**src/rtl/id_scoreboard.sv**
```systemverilog
// Register-pending scoreboard for the decode stage.
// Each architectural register has a down-counter holding the number of cycles a
// consumer must still wait before the producer's result can be forwarded. A decoded
// instruction that reads a register whose counter is non-zero raises stallReq.
// A producer of latency L loads L-1, so a consumer stalls for cycles T+1 .. T+L-1
// and proceeds at T+L. L = 0 and L = 1 therefore never stall.
module id_scoreboard #(
    parameter int unsigned NREG    = 32,
    parameter int unsigned AW      = 5,
    parameter int unsigned LAT_W   = 3,
    parameter int unsigned MAX_LAT = 7,
    parameter int unsigned PERF_W  = 16
) (
    input  logic              clk,
    input  logic              rst,
    input  logic              issue_valid,
    input  logic              issue_wreg,
    input  logic [AW-1:0]     issue_wd,
    input  logic [LAT_W-1:0]  issue_lat,
    input  logic              rs1_read,
    input  logic [AW-1:0]     rs1_addr,
    input  logic              rs2_read,
    input  logic [AW-1:0]     rs2_addr,
    input  logic              flush,
    output logic              stallReq,
    output logic [NREG-1:0]   busy_mask,
    output logic [AW:0]       pending_cnt,
    output logic [PERF_W-1:0] stall_cycles
);

    localparam logic [AW:0]      NRegW   = (AW + 1)'(NREG);
    localparam logic [LAT_W-1:0] MaxLatW = LAT_W'(MAX_LAT);

    // Register 0 has no counter; cnt_view supplies a constant zero in its place.
    logic [LAT_W-1:0] cnt_q    [1:NREG-1];
    logic [LAT_W-1:0] cnt_d    [1:NREG-1];
    logic [LAT_W-1:0] cnt_view [NREG];

    logic              rs1_pend;
    logic              rs2_pend;
    logic              accept;
    logic              wr_en;
    logic [LAT_W-1:0]  lat_eff;
    logic [LAT_W-1:0]  load_val;
    logic [PERF_W-1:0] stall_cnt_q;

    // Full-size read view of the counters with register 0 tied to zero.
    always_comb begin
        cnt_view[0] = '0;
        for (int r = 1; r < NREG; r++) begin
            cnt_view[r] = cnt_q[r];
        end
    end

    // Operand hazard lookup; addresses beyond the register file are never pending.
    always_comb begin
        rs1_pend = 1'b0;
        rs2_pend = 1'b0;
        if ({1'b0, rs1_addr} < NRegW) begin
            rs1_pend = (cnt_view[rs1_addr] != '0);
        end
        if ({1'b0, rs2_addr} < NRegW) begin
            rs2_pend = (cnt_view[rs2_addr] != '0);
        end
    end

    // Stall decision and acceptance of the presented instruction.
    always_comb begin
        stallReq = issue_valid & ((rs1_read & rs1_pend) | (rs2_read & rs2_pend));
        accept   = issue_valid & ~stallReq & ~flush;
        wr_en    = accept & issue_wreg & (issue_wd != '0) & ({1'b0, issue_wd} < NRegW);
        lat_eff  = (issue_lat > MaxLatW) ? MaxLatW : issue_lat;
        load_val = (lat_eff == '0) ? '0 : lat_eff - LAT_W'(1);
    end

    // Next counter values: flush clears, otherwise decrement and merge a new
    // producer with the max rule so a younger write never looks ready earlier.
    always_comb begin
        for (int r = 1; r < NREG; r++) begin
            if (flush) begin
                cnt_d[r] = '0;
            end else begin
                cnt_d[r] = (cnt_q[r] != '0) ? cnt_q[r] - LAT_W'(1) : '0;
                if (wr_en && (issue_wd == AW'(r)) && (load_val > cnt_d[r])) begin
                    cnt_d[r] = load_val;
                end
            end
        end
    end

    // Busy mask and population count of pending registers.
    always_comb begin
        busy_mask   = '0;
        pending_cnt = '0;
        for (int r = 1; r < NREG; r++) begin
            busy_mask[r] = (cnt_q[r] != '0);
            pending_cnt  = pending_cnt + {{AW{1'b0}}, (cnt_q[r] != '0)};
        end
    end

    // Counter state; reset drops all pending writes without draining.
    always_ff @(posedge clk) begin
        for (int r = 1; r < NREG; r++) begin
            if (!rst) begin
                cnt_q[r] <= '0;
            end else begin
                cnt_q[r] <= cnt_d[r];
            end
        end
    end

    // Saturating stall-cycle counter; flush leaves it untouched.
    always_ff @(posedge clk) begin
        if (!rst) begin
            stall_cnt_q <= '0;
        end else if (stallReq && (stall_cnt_q != '1)) begin
            stall_cnt_q <= stall_cnt_q + PERF_W'(1);
        end
    end

    assign stall_cycles = stall_cnt_q;

endmodule

```
**config.mk**
```make
export PLATFORM = sky130hd
export DESIGN_NAME = id_scoreboard
export DESIGN_NICKNAME = d
export VERILOG_FILES = /design/src/rtl/id_scoreboard.sv
export SDC_FILE = /design/constraint.sdc
export NUM_CORES = 1
export LEC_CHECK = 0
export BUFFER_PORTS_ARGS = -buffer_cell sky130_fd_sc_hd__buf_2
export CAP_MARGIN = 20
export CORE_UTILIZATION = 66
export CTS_CLUSTER_SIZE = 14
export DETAILED_ROUTE_END_ITERATION = 8
export PLACE_DENSITY = 0.94
export SYNTH_ARGS = -nofsm -noshare
export SYNTH_HDL_FRONTEND = slang
export SYNTH_SLANG_ARGS = --single-unit
```
**constraint.sdc**
```tcl
create_clock -name clk -period 13.51 [get_ports clk]
set_input_delay 0 -clock clk [delete_from_list [all_inputs] [get_ports clk]]
set_output_delay 0 -clock clk [all_outputs]
set_load 0.1 [all_outputs]
```
==> metrics, run 1 <==
Critical path buffers and inverters=6; Max Cap Violations=0; cells after synthesis=1191; final hold vios=0; Ys Warns=0; Worst setup SP type=register; CTS tree=built; maximum clock rate=161 MHz; ys async rst share=0; Worst Hold Class=input port to register; Synth area leaders=dfxtp_1 22%, ha_1 19%, mux2i_1 9.5%; clock skew=0.0136 ns; status=completed; EDFF count, synth=0; RSZ-0062 raised after global routing=false; via count=9274; largest net degree at the start of global routing=86; Worst-Skew Late Latency=0.38 ns; cell count after placement=1418; dpl hpwl=20500 um; Worst Path Required=13.51 ns; Total Routing Usage GR=0.370; DRT Pass-1 Iters=7; Crit path largest cell delay=0.57 ns; vias per inst=approximately 6.5; Final Max Tran Viols=0; vias in the first global route=9204; fraction of layout cells with a size suffix above 1=0.112; final wirelength=28400 um; Antenna Nets Post-Route=0; Clock Tree Root=clkbuf_16; Leak Pwr=~5.2 nW; count of clock tree sinks=about 110; register area share after synthesis=0.220; ANT cells=0; # fillers=1030; area of the multi-input gates=0.00698 mm2; antenna violations before repair=0; die area=0.0155 mm2; min cycle time layout=6.21 ns; post-CTS resize count=0; critical path class=register to output port; initial core utilization=0.681; setup slack, reg-to-reg=9.80 ns; top cell family by delay on the critical path=adder cells; crit path cell chain=nor3_1 -> inv_1 -> fa_1 -> inv_1 -> fa_1 -> fa_1 -> inv_1 -> fa_1 -> fa_1 -> fa_1 -> fa_1 -> inv_1 -> fa_1 -> inv_1 -> a21o_1 -> a21oi_1 -> xnor2_1 -> buf_2; post-synthesis cell type count=60; Yosys reg bits=between 100 and 150; Syn Nets=1392; pwr dens=66.6 mW/mm2; Synth Flop Type=dfxtp_1; total grt overflow=0; most frequent CP cell=fa_1; maximum fanout along the worst path=4; normalized max-slew margin=0.358; Yosys top cell by area=dfxtp_1; CTS Buf Count=9; # hold bufs at CTS=1; Boundary Pins=80; GP Congestion=0.989; final period utilization=0.460; Layout area overhead=8.48%; first-pass GRT wire length=45800 um; Tightest Pin Transition=between 0.9 and 1 ns; clock-pin slew on the worst setup and hold paths=0.09 ns; setup TNS=0 ns; core box area=0.0146 mm2; endpoint class of the critical path=output port; initial detailed-routing violation count=~1000; Worst VDD drop=0.0694 mV; Storage cell area=roughly 0.0022 mm2; Critical Path AT=just over 6 ns; final setup vio count=0; Site Rows=44; Die Y-Extent=125 um; Final nets=1448; slowest stage cell on the critical path=fa_1; CTS Buffer Depth=2; H-tree depth=3; area fraction of the dominant cell type after synthesis=0.220; DR WL/cell=19.8 um; Mapped Avg Cell Area=8.34 um2; # Post-CTS Setup Buffers=0; Non-Filler Instances=1436; Synth Cell Area=between 0.009 and 0.01 mm2; DRC violations left=0; Port-buffer cells=78; die width=125 um
-- cells in the mapped netlist, types with 6 or more instances --
library cell	count
a2111oi_0	11
a21o_1	17
a21oi_1	57
a311oi_1	11
a31oi_1	18
and2_1	27
and3_1	8
buf_2	10
clkbuf_1	31
dfxtp_1	109
fa_1	23
ha_1	153
inv_1	158
mux2i_1	94
nand2_1	88
nand2b_1	39
nand3_1	24
nand4_1	9
nor2_1	82
nor2b_1	21
nor3_1	25
nor3_2	6
nor3b_1	7
nor4_1	23
o2111ai_1	7
o211ai_1	8
o21a_1	18
o21ai_0	17
o31ai_1	11
or2_2	12
or3_1	6
or4_1	10
-- per-layer routing --
layer  vias up  wire length [um]  track usage
li1       4240                 -            -
met1      4355             10800        0.440
met2       534             13000        0.599
met3       145              2970       0.0945
met4         0              1620        0.221
met5         -                 0            0
-- cell usage in the layout, fill, tap and decap left out, types with 25 or more instances in the layout --
master,netlist,routed
inv_1,158,158
a21oi_1,57,57
nor3_1,25,25
buf_2,10,78
ha_1,153,153
dfxtp_1,109,109
nand2_1,88,88
and2_1,27,27
nor2_1,82,80
nand2b_1,39,39
mux2i_1,94,94
-- registers in the layout, summed over array words and instances, names as in the netlist --
signal        flops
cnt_q            93
stall_cycles     16
-- cell type report --
| type | count | share of cell area |
|---|---|---|
| multi-input combinational | 879 | 0.648 |
| sequential | 109 | 0.203 |
| inverter | 158 | 0.0551 |
| timing repair buffer | 90 | 0.0465 |
| tap | 184 | 0.0214 |
| clock buffer | 9 | 0.0209 |
| clock inverter | 7 | 0.00592 |
-- power by group --
part | switching, W | internal (W) | total, W
Combinational | 0.0000862 | 0.0000382 | 0.000124
Sequential | 0.000000573 | 0.000321 | 0.000322
Clock | 0.000141 | 0.000130 | 0.000271
Total | 0.000228 | 0.000490 | 0.000717
-- cells by family after synthesis --
kind of cell	synth area share
AND/OR/NAND/NOR	0.218
buffers and inverters	0.0803
AO/OA/AOI/OAI	0.133
adder cells (fa/ha/maj)	0.239
flip-flops	0.220
multiplexers	0.106
XOR/XNOR	0.00265
other	0.000378
-- worst register-to-register path, cell delays in order (launching register included) --
cell       delay, ns
dfxtp_1         0.34
nor3_1          0.54
a2111oi_0       0.26
o41ai_1         0.67
a221oi_2        0.22
or2_1           0.53
buf_4           0.36
nor4_4          0.43
mux2i_1         0.28
-- final timing paths --
| check | cells past startpoint | start | endpoint |
|---|---|---|---|
| setup / recovery | 18 | cnt_q[0][43] | pending_cnt[4] |
| hold reg to reg | 2 | stall_cycles[11] | stall_cycles[11] |
| setup reg to reg | 8 | cnt_q[0][43] | cnt_q[1][16] |
| hold / removal | 3 | rst | stall_cycles[9] |
-- through the flow --
stage | utilization | power (W) | cell area [um2] | worst slack (ns) | hold slack [ns]
final | 0.738 | 0.000717 | 10800 | 7.30 | 0.0284
after global placement | 0.715 | 0.000441 | 10400 | 8.01 | 0.360
after floorplan | - | 0.000413 | 9930 | 6.81 | 0.216
after global routing | 0.738 | 0.000737 | 10800 | 7.09 | 0.0561
after CTS | 0.738 | 0.000712 | 10800 | 7.40 | 0.0263
after detailed placement | 0.717 | 0.000448 | 10500 | 7.86 | 0.367
(Power assumes the default switching activity.)
==> inputs of run 2 (changes only) <==
--- a/config.mk
+++ b/config.mk
@@ -5,12 +5,13 @@
 export SDC_FILE = /design/constraint.sdc
 export NUM_CORES = 1
 export LEC_CHECK = 0
+export ABC_AREA = 1
 export BUFFER_PORTS_ARGS = -buffer_cell sky130_fd_sc_hd__buf_2
 export CAP_MARGIN = 20
-export CORE_UTILIZATION = 66
+export CORE_UTILIZATION = 63
 export CTS_CLUSTER_SIZE = 14
 export DETAILED_ROUTE_END_ITERATION = 8
-export PLACE_DENSITY = 0.94
+export PLACE_DENSITY = 0.9
 export SYNTH_ARGS = -nofsm -noshare
 export SYNTH_HDL_FRONTEND = slang
 export SYNTH_SLANG_ARGS = --single-unit
==> constraint.sdc (replaced) <==
create_clock -name clk -period 5.9 [get_ports clk]
set_input_delay 0 -clock clk [delete_from_list [all_inputs] [get_ports clk]]
set_output_delay 0 -clock clk [all_outputs]
set_load 0.1 [all_outputs]
==> metrics, run 2 <==
Most flops, register=cnt_q; Synth area leaders=dfxtp_1 20%, ha_1 18%, nand2_1 13%; initial detailed-routing violation count=919; Yosys reg bits=around 110; fraction of layout cells with a size suffix above 1=0.0968; H-tree depth=3; normalized max-slew margin=0.211; DR WL/cell=16.5 um; Largest register FFs=between 90 and 100; via count=between 10000 and 15000; Port-buffer cells=78; compound-cell area share of the yosys netlist=0.0824; post-synthesis cell type count=37; commonest non-fill, non-tap cell in the layout=nand2_1; Ys Warns=0; maximum clock rate=around 180 MHz; CTS tree=built; Clock Tree Root=clkbuf_16; Final nets=1849; GP Congestion=0.944; largest net degree at the start of global routing=94; Fin Hold WS=roughly 0.076 ns; Worst VDD drop=0.154 mV; Syn Nets=1792; ANT cells=0; Final Max Tran Viols=0; Critical Path AT=between 5 and 6 ns; Site Rows=47; register area share after synthesis=0.203; Leak Pwr=6.57 nW; most frequent CP cell=fa_1; Mapped Avg Cell Area=a little under 7 um2; min cycle time layout=between 5 and 6 ns; most frequent cells in the layout=363 x nand2_1, 350 x nor2_1, 215 x inv_1; area fraction of the dominant cell type after synthesis=0.203; fraction of synthesized area in multiplexers=0; maximum fanout along the worst path=3; post-synthesis simple-gate area fraction=0.376; top cell family by delay on the critical path=adder cells; critical path class=register to output port; # fillers=roughly 1400; Layout area overhead=8.30%; vias in the first global route=10234; clock skew=0.0115 ns; final hold vios=0; core box area=between 0.015 and 0.02 mm2; Synth Flop Type=dfxtp_1; Yosys top cell by area=dfxtp_1; Synth Area in XOR/XNOR=0.0138; crit path cell chain=nor2_1 -> ha_1 -> inv_1 -> fa_1 -> inv_1 -> fa_1 -> fa_1 -> inv_1 -> fa_1 -> fa_1 -> inv_1 -> fa_1 -> inv_1 -> ha_1 -> nand2_1 -> nor2_1 -> a211oi_1 -> buf_4 -> nor2_1 -> o21a_1 -> buf_4; Critical path buffers and inverters=7; Die Y-Extent=133 um; Max Cap Violations=0; endpoint class of the critical path=output port; final period utilization=0.949; final wirelength=31000 um; cells after synthesis=1591; EDFF count, synth=0; top-count cell post-synth=nand2_1; antenna violations before repair=0; Worst Path Required=about 6 ns; total grt overflow=0; clock-pin slew on the worst setup and hold paths=around 0.08 ns; die width=about 130 um; final setup vio count=0; Worst-Skew Late Latency=0.38 ns; Final Util=0.701; Crit path largest cell delay=0.59 ns; DRC violations left=0; Post-synth top cells=366 x nand2_1, 355 x nor2_1, 217 x inv_1, 153 x ha_1, 109 x dfxtp_1; RSZ-0062 raised after global routing=false; setup TNS=0 ns; initial core utilization=0.647; Tightest Pin Transition=1.18 ns; CTS Buffer Depth=2; Total Routing Usage GR=0.356; Worst Hold Class=input port to register; status=completed; die area=0.0176 mm2; pwr dens=145 mW/mm2; ys async rst share=0; CTS Buf Count=9; Antenna Nets Post-Route=0; DRT Pass-1 Iters=6; count of clock tree sinks=approximately 110; slowest stage cell on the critical path=fa_1; largest family of logic cells by synthesized area=simple AND/OR/NAND/NOR gates; Worst setup SP type=register; first-pass GRT wire length=49300 um; Synth Area in Adders=0.221; Boundary Pins=80; Synth Cell Area=roughly 0.011 mm2; dpl hpwl=between 20000 and 25000 um; vias per inst=a little under 6
[run 2: through the flow]
step	cells	setup slack [ns]	power (W)	area, um2
6_report	1873	0.298	0.00169	11700
5_1_grt	1873	0.0127	0.00174	11700
4_1_cts	1873	0.172	0.00168	11600
3_5_place_dp	1856	0.599	0.00108	11400
3_3_place_gp	1856	0.661	0.00107	11400
2_1_floorplan	1591	-0.0366	0.000999	10800
[run 2: tightest hold or removal path: stages]
cell and delay [ns]:
buf_2 0.22, nand4_1 0.13, a21oi_1 0.06
[run 2: routing by layer]
| metal | track usage | share of wire | vias to the layer above |
|---|---|---|---|
| li1 | - | - | 5195 |
| met2 | 0.598 | 0.46 | 609 |
| met4 | 0.201 | 0.056 | 0 |
| met3 | 0.0797 | 0.11 | 151 |
| met5 | 0 | 0 | - |
| met1 | 0.418 | 0.38 | 4870 |
[run 2: final cells by class]
class,count,area (um2),share of cell area
sequential,109,2180,0.187
clock buffer,10,229,0.0196
clock inverter,6,55.1,0.00472
timing repair buffer,92,533,0.0457
multi-input combinational,1214,7550,0.648
tap,220,275,0.0236
inverter,222,833,0.0715
[run 2: cells by family (layout without fill, tap and decap cells)]
logic type | Yosys count | in the layout
and+or+nand+nor | 880 | 880
xor gates and xnor gates | 17 | 17
AOI/OAI and AO/OA | 140 | 140
adders and majority gates | 176 | 176
buffers and inverters | 268 | 330
other | 1 | 1
DFF | 109 | 109
[run 2: path summary, 6_finish.rpt]
| kind | from | to | slack, ns | cells after the start |
|---|---|---|---|---|
| hold / removal | issue_valid | stall_cycles[14] | 0.08 | 3 |
| hold reg to reg | stall_cycles[3] | stall_cycles[3] | 0.51 | 2 |
| setup reg to reg | cnt_q[0][45] | cnt_q[0][28] | 2.94 | 14 |
| setup / recovery | cnt_q[0][31] | pending_cnt[5] | 0.30 | 21 |
[run 2: power by group]
group          total [W]  internal [W]  switching, W
logic           0.000339     0.0000869      0.000252
registers       0.000739      0.000737    0.00000211
clock network   0.000613      0.000296      0.000318
[run 2: repair_timing]
item | CTS | global route
setup buffers | 0 | 0
endpoints found under the hold margin | 2 | 0
gates resized for setup | 0 | 7
hold buffers | 1 | 0
setup endpoints to repair | 0 | 4
